File: src/rtl/mux_rr_arbiter.sv
// ---------------------------------------------------------------------------
// mux_rr_arbiter
//   Round-robin arbiter that owns the select of a 4:1 single-bit mux. Four
//   requesters share the mux path. The registered one-hot grant goes back to
//   the requesters, and the data bit of the granted requester appears on
//   y_out.
//
//   Optional feature: define ARB_TIMEOUT_EN to enable a hold-time limit. A
//   requester that has held the grant for MAX_HOLD cycles is then released
//   by force, and timeout_out pulses for one cycle. When the macro is
//   undefined, a holder keeps the grant for as long as it requests, and
//   timeout_out stays 0.
//
// Parameters
//   MAX_HOLD    - maximum consecutive grant cycles per holder (>= 2), used
//                 only when ARB_TIMEOUT_EN is defined
//   CNT_W       - hold counter width, 2**CNT_W >= MAX_HOLD
//
// Ports
//   clk_in      - clock, rising edge
//   rst_in      - synchronous active-high reset
//   req_in[3:0] - level-sensitive requests, bit i = requester i
//   data_in[3:0]- mux data inputs, bit i = requester i
//   gnt_out     - registered one-hot grant, zero when idle
//   sel_out     - registered mux select (index of holder), kept while idle
//   valid_out   - a grant is active (== |gnt_out)
//   y_out       - combinational mux output, forced 0 when not valid
//   timeout_out - one-cycle pulse on a forced release
// ---------------------------------------------------------------------------
module mux_rr_arbiter #(
    parameter int MAX_HOLD = 8,
    parameter int CNT_W    = 4
) (
    input  logic       clk_in,
    input  logic       rst_in,
    input  logic [3:0] req_in,
    input  logic [3:0] data_in,
    output logic [3:0] gnt_out,
    output logic [1:0] sel_out,
    output logic       valid_out,
    output logic       y_out,
    output logic       timeout_out
);

    localparam logic ST_IDLE  = 1'b0;
    localparam logic ST_GRANT = 1'b1;

    localparam logic [CNT_W-1:0] HOLD_LAST = CNT_W'(MAX_HOLD - 1);

    logic             state_q, state_d;
    logic [1:0]       ptr_q,   ptr_d;
    logic [1:0]       sel_q,   sel_d;
    logic [3:0]       gnt_q,   gnt_d;
    logic [CNT_W-1:0] cnt_q,   cnt_d;
    logic             to_q,    to_d;

    // Round-robin pick: the first set bit at or after ptr, wrapping mod 4.
    // The result is {found, index}. The loop scans from the farthest
    // position to the nearest, so the nearest set bit is written last and
    // wins.
    function automatic logic [2:0] rr_pick(input logic [3:0] req,
                                           input logic [1:0] ptr);
        logic [2:0] res;
        logic [1:0] idx;
        res = 3'b000;
        for (int k = 3; k >= 0; k--) begin
            idx = ptr + 2'(k);
            if (req[idx]) begin
                res = {1'b1, idx};
            end
        end
        return res;
    endfunction

    logic       hold_req;
    logic [1:0] ptr_nxt;
    logic [3:0] hold_mask;
    logic [3:0] others;
    logic [2:0] pick_idle;
    logic [2:0] pick_hand;
    logic       hold_expire;

    assign hold_req  = req_in[sel_q];
    assign ptr_nxt   = sel_q + 2'd1;
    assign hold_mask = 4'b0001 << sel_q;

    // The holder is masked out of the handover arbitration. On a normal
    // release its request is already 0, so the mask changes nothing. On a
    // forced release the mask lets the other requesters win, and the holder
    // is granted again only when none of them is pending.
    assign others    = req_in & ~hold_mask;
    assign pick_idle = rr_pick(req_in, ptr_q);
    assign pick_hand = rr_pick(others, ptr_nxt);

`ifdef ARB_TIMEOUT_EN
    assign hold_expire = (cnt_q == HOLD_LAST);
`else
    assign hold_expire = 1'b0;
`endif

    always_comb begin
        state_d = state_q;
        ptr_d   = ptr_q;
        sel_d   = sel_q;
        gnt_d   = gnt_q;
        cnt_d   = cnt_q;
        to_d    = 1'b0;

        if (state_q == ST_IDLE) begin
            if (pick_idle[2]) begin
                state_d = ST_GRANT;
                sel_d   = pick_idle[1:0];
                gnt_d   = 4'b0001 << pick_idle[1:0];
                cnt_d   = '0;
            end
        end else begin
            if (!hold_req || hold_expire) begin
                // Release, normal or forced. The pointer moves past the
                // holder, and arbitration runs on this same edge, so a
                // handover leaves no idle gap.
                ptr_d = ptr_nxt;
                // The holder still requesting here means the release was
                // forced.
                to_d  = hold_req;
                if (pick_hand[2]) begin
                    sel_d = pick_hand[1:0];
                    gnt_d = 4'b0001 << pick_hand[1:0];
                    cnt_d = '0;
                end else if (hold_req) begin
                    // Forced release with nobody else waiting: re-grant
                    // the holder. gnt stays high without a break.
                    cnt_d = '0;
                end else begin
                    state_d = ST_IDLE;
                    gnt_d   = 4'b0000;
                end
            end else if (cnt_q != HOLD_LAST) begin
                // The counter saturates instead of wrapping, so a long hold
                // with the limit disabled never looks like a fresh grant.
                cnt_d = cnt_q + CNT_W'(1);
            end
        end
    end

    always_ff @(posedge clk_in) begin
        if (rst_in) begin
            state_q <= ST_IDLE;
            ptr_q   <= 2'd0;
            sel_q   <= 2'd0;
            gnt_q   <= 4'b0000;
            cnt_q   <= '0;
            to_q    <= 1'b0;
        end else begin
            state_q <= state_d;
            ptr_q   <= ptr_d;
            sel_q   <= sel_d;
            gnt_q   <= gnt_d;
            cnt_q   <= cnt_d;
            to_q    <= to_d;
        end
    end

    assign gnt_out     = gnt_q;
    assign sel_out     = sel_q;
    assign valid_out   = |gnt_q;
    // sel_q keeps its last value while idle, so valid_out gates the mux.
    assign y_out       = valid_out & data_in[sel_q];
    assign timeout_out = to_q;

endmodule

File: config.mk
export PLATFORM = sky130hd
export DESIGN_NAME = mux_rr_arbiter
export DESIGN_NICKNAME = d
export VERILOG_FILES = /design/src/rtl/mux_rr_arbiter.sv
export SDC_FILE = /design/constraint.sdc
export NUM_CORES = 1
export LEC_CHECK = 0
export ABC_AREA = 1
export CORE_AREA = 2 2 50 52
export DETAILED_ROUTE_END_ITERATION = 6
export DIE_AREA = 0 0 52 54
export GPL_TIMING_DRIVEN = 0
export HOLD_SLACK_MARGIN = 0.08
export PLACE_DENSITY = 0.74
export SETUP_SLACK_MARGIN = 0.2
export SYNTH_ARGS = -nofsm -noshare
export SYNTH_HDL_FRONTEND = slang
export SYNTH_SLANG_ARGS = --single-unit
File: constraint.sdc
create_clock -name clk_in -period 2.5 [get_ports clk_in]
set_input_delay 0.5 -clock clk_in [delete_from_list [all_inputs] [get_ports clk_in]]
set_output_delay 0.5 -clock clk_in [all_outputs]
set_load 0.02 [all_outputs]
-- Word-level counts from Yosys, hierarchy flattened
Index checks and enable logic that the tools add are counted.
- muxes and demuxes: 40
- equal/unequal tests: 2
- shift operators: 3
- $lt $le $gt $ge: 9
- reduce and logical (&&, ||, !) cells: 5
- bitwise operators: 4
- add/sub/neg operators: 7
- operator list (operator ; number):
    2-bit by 3-bit less-than comparator with 1-bit output (second input constant) ; 9
    3-bit two-way mux ; 8
    1-bit binary-select mux with 2-bit select ; 10
    4-bit two-way mux ; 4
    1-bit two-way mux ; 14
    1-bit by 2-bit << shifter with 4-bit output (first input constant) ; 3
    2-bit adder (second input constant) ; 4
    2-bit two-way mux ; 4
    2-bit by 1-bit adder with 2-bit output (second input constant) ; 3
    4-bit bitwise AND ; 1
    4-bit inverter ; 1
    2-bit AND reduction ; 2
    4-bit OR reduction ; 1
    3-bit AND reduction ; 1
    2-bit by 1-bit != test with 1-bit output (second input constant) ; 1
    2-bit != test (second input constant) ; 1
    2-bit nonzero test ; 1
    1-bit bitwise AND ; 1
    1-bit inverter ; 1
- output and inout bits: 9
- input port bits: 10
- flip-flop bits (word level): 9

-- Longest topological paths before layout
- depth in word-level cells: 13
- mapped depth: 15
- depth with buffers taken out: 14

-- Least setup slack after synthesis
Ideal clock, no wire load.
- kind: register to register
- from: register sel_q[0] (netlist: sel_out[0])
- to: register sel_q[1] (netlist: sel_out[1])
- buffers on the path: 1
- arrival: 1823 ps
- cell stages (with the launch flop): 12
- setup slack: 566 ps
- clock period less this slack: 1934 ps
- setup time: 112 ps
- required time: 2388 ps
- path through: dfxtp_1 -> inv_2 -> buf_6 -> ha_1 -> xor2_1 -> nand2_1 -> nand3_1 -> nand3_1 -> nand3_1 -> o21ai_0 -> nor2_1 -> nor2_1
- elaborated cells between the ends (all ways): 27
- those cells by class: 4 x add/sub; 2 x eq/ne; 1 x shift; 17 x mux; 2 x bitwise; 1 x reduce/logical
- RTL lines (element ; RTL line ; text):
    from (decl) ; 52 ; logic [1:0] sel_q, sel_d;
    from (signal assigned) ; 156 ; sel_q <= sel_d;
    2-bit by 1-bit adder with 2-bit output (*) ; 84 ; assign ptr_nxt = sel_q + 2'd1;
    via ptr_nxt[0] ; 76 ; logic [1:0] ptr_nxt;
    2-bit adder ; 67 ; idx = ptr + 2'(k);
    1-bit binary-select mux with 2-bit select ; 68 ; if (req[idx]) begin
    1-bit two-way mux (implied by the code) ; 68 ;
    3-bit two-way mux (3 in series) ; 68 ;
    3-bit two-way mux (*) ; 68 ;
    2-bit two-way mux ; 125 ; if (pick_hand[2]) begin
    2-bit two-way mux ; 117 ; if (!hold_req || hold_expire) begin
    2-bit two-way mux ; 109 ; if (state_q == ST_IDLE) begin
The timed path passes the listed nets; every way through them passes the cells marked *. The select of a mux whose other input is x is not followed.
A chain may end at the register's enable or synchronous reset.

-- Worst setup path after layout
- from: input port data_in[0]
- to: output port y_out
- longest elaborated chain between the ends: 3
- ends and longest elaborated chain (element ; RTL line ; text):
    from (decl) ; 37 ; input logic [3:0] data_in,
    1-bit binary-select mux with 2-bit select ; 167 ; assign y_out = valid_out & data_in[sel_q];
    1-bit two-way mux (implied by the code) ; 167 ;
    1-bit bitwise AND ; 167 ;
    to (decl) ; 41 ; output logic y_out,
Every way passes these cells. The select of a mux whose other input is x is not followed.

==> flow_metrics.tcl <==
set metrics [dict create \
    utilization_pct 56.6 \
    cell_chain_critical_path "clkdlybuf4s50_1 > nor2_1 > nor2_1 > o21ai_0 > a21oi_1 > dlygate4sd2_1" \
    io-pin-count 19 \
    max-cap-violations 0 \
    global_route.peak_usage_layer "met2" \
    filler_cell_count 227 \
    globalRouteMet2Util_pct 36.1 \
    worstSkewPairLatency_ns 0.26 \
    post-dp-hpwl_um 2090 \
    critical_path.most_common_cell "nor2_1" \
    routed-via-count 1166 \
    final_cell_count_no_fill 233 \
    multiInputGateArea_sq_um 742 \
    synthToLayoutAreaGrowth_pct 22.4 \
    cts-root-buf "clkbuf_4" \
    worst_path_largest_cell_delay_ns 0.46 \
    count_of_buffers_from_port_buffering 17 \
    netlist.area_leader.share_pct 18.2 \
    synth.cell_area_sq_um 1070 \
    tns_ns 0 \
    crit_path_top_delay_cell "clkdlybuf4s50_1" \
    critical-path-top-delay-family "buffers and inverters" \
    final-max-slew-violation-count 0 \
    synth.ff_latch_count 9 \
    design.core.area_sq_um 2320 \
    drc 0 \
    wirelength_um 2520 \
    use_met1_pct 26.0 \
    crit_required_ns 2.00 \
    final_layout_size_suffix_gt1_share_pct 15.8 \
    power.density_nw_per_um2 1250 \
    grt_pass1_vias 1037 \
    layout_worst_path_cycle_share_pct 84.7 \
    dr.pass1.iters 4 \
    routed_via_density 5.00 \
    min-delay-path-class "reg2reg" \
    worstPathArrival_ns 1.62 \
    pre_cts_ws_ns 0.0965 \
    buffers_inverters_on_critical_path 2 \
    postSynthCellCount 182 \
    timing_worst_setup_path_type "in2out" \
    setup_violations 0 \
    gr-usage-all-layers_pct 20.2 \
    total_leakage_power_uw 0.000691 \
    grt_pass1_wl_um 4330 \
    initial_antenna_violation_count 0 \
    power.ir.vdd_worst_uv 689 \
    post_synth_cell_types 27 \
    initial_util_pct 46.3 \
    floorplan.die.width_um 52 \
    initialDrtViolationCount 43 \
    clkSinkCount 9 \
    yosys.cell_count.top_type "nand2_1" \
    grt_use_met3_pct 1.94 \
    worst_clock_skew_ns 0.000532 \
    final_weighted_congestion_in_routability_driven_placement 0.785 \
    final.setup.worst_slack_ns 0.381 \
    asyncSetResetFlopFracSynth_pct 0 \
    setup_repair_after_global_routing_missed_its_margin "false" \
    route.antenna.remaining_nets 0 \
    min_period_ns 2.12 \
    antennaDiodeCount 0 \
    synthTopCellsByArea "nand2_1, dfxtp_1, nand3_1" \
    finalHoldViolCount 0 \
    die_height_um 54 \
    critical_path_peak_fanout 1 \
    post-place-cells 229 \
    regArea_sq_um 181 \
    max_freq_mhz 472 \
    end_kind "output port" \
    placementRows 18 \
    worst_setup_path_start_kind "primary input" \
    ctsHtreeMaxLevel 1 \
    run_status "completed" \
    num-nets-final 218 \
    cts.reportedPaths.clkPinSlew_ns 0.06 \
    synth-main-ff-cell "dfxtp_1" \
    report.power.total_uw 1650 \
    ys_top_cells_by_count "nand2_1, nand3_1, inv_1" \
    avgSynthCellArea_sq_um 5.90 \
    number_of_flops_mapped_to_enable_cells_by_yosys 0 \
    grt_start_max_net_pins 12 \
    synth_sequential_area_ratio_pct 16.8 \
    drt-wirelength-per-cell_um 10.8 \
    cts_inserted_buffers 3 \
    cts_buffer_depth 2 \
    die_area_sq_um 2810 \
    ys.warnings.count 0 \
    synthDominantAreaCellType "nand2_1" \
    cts_tree "yes" \
    synthesis.nets 196 \
    globalRoute.totalOverflow 0 \
]
## through the flow
step	cell area, sq um	hold slack, ns
after floorplan	1070	0.561
after global placement	1280	0.523
after detailed placement	1280	0.536
after CTS	1310	0.541
after global routing	1310	0.581
final	1310	0.551
## sequential cells by signal, summed over array words and instances (netlist names)
| signal | count |
|---|---|
| ptr_q | 2 |
| gnt_out | 4 |
| state_q | 1 |
| sel_out | 2 |
## final cells by class
| class | count | share of cell area, % |
|---|---|---|
| Clock buffer | 4 | 2.00 |
| Multi-Input combinational cell | 142 | 56.5 |
| Timing Repair Buffer | 17 | 12.9 |
| Buffer | 6 | 4.29 |
| Inverter | 25 | 7.71 |
| Sequential cell | 9 | 13.8 |
| Tap cell | 30 | 2.86 |
## cells in the final DEF, fill, tap and decap left out, types with 2 or more instances in the layout
cell,count
nand2_1,52
nand3_1,25
inv_1,21
nor2_1,18
clkdlybuf4s50_1,16
a21oi_1,9
dfxtp_1,8
o21ai_0,7
nand2_2,7
buf_6,4
nand3_2,4
o21ai_1,4
ha_1,4
inv_2,3
clkbuf_4,3
nand2_4,2
clkbuf_1,2
## report_power, final
group / switching [uW] / internal [uW] / total (uW)
logic: 790 / 498 / 1290
clock network: 50.2 / 61.5 / 112
registers: 52.7 / 196 / 249
total: 893 / 756 / 1650
## logic make-up (layout without fill, tap and decap cells)
kind of cell | Yosys count | after routing | synth area share [%]
xor gates and xnor gates | 2 | 2 | 1.63
and+or+nand+nor | 113 | 113 | 50.9
adders and majority gates | 4 | 4 | 4.66
other | 1 | 1 | 0.349
AOI/OAI and AO/OA | 22 | 22 | 11.0
DFF | 9 | 9 | 16.8
buffers and inverters | 31 | 52 | 14.7
## layer usage
| metal | wire, um | vias to the layer above |
|---|---|---|
| met5 | 0 | - |
| met4 | 27 | 0 |
| met3 | 61 | 3 |
| met2 | 1270 | 17 |
| met1 | 1170 | 527 |
| li1 | - | 619 |
## timing repair
item	4_1_cts	5_1_grt
hold endpoints to repair	0	0
setup endpoints to repair	1	3
hold buffers	0	0
buffers inserted	0	0
gates resized for setup	1	2
## tightest hold or removal path: cells and delay by family, from the launching register on
kind	cells	cell delay (ns)
AO/OA/AOI/OAI	2	0.17
flip-flops	1	0.33
## worst paths after layout
kind              cells after the start    endpoint  slack, ns  startpoint
setup / recovery                      6       y_out       0.38  data_in[0]
hold / removal                        2  gnt_out[3]       0.55  gnt_out[3]
setup reg to reg                     12  gnt_out[3]       0.54  sel_out[0]
hold reg to reg                       2  gnt_out[3]       0.55  gnt_out[3]
Note: power is estimated with default switching activity, not from simulation.
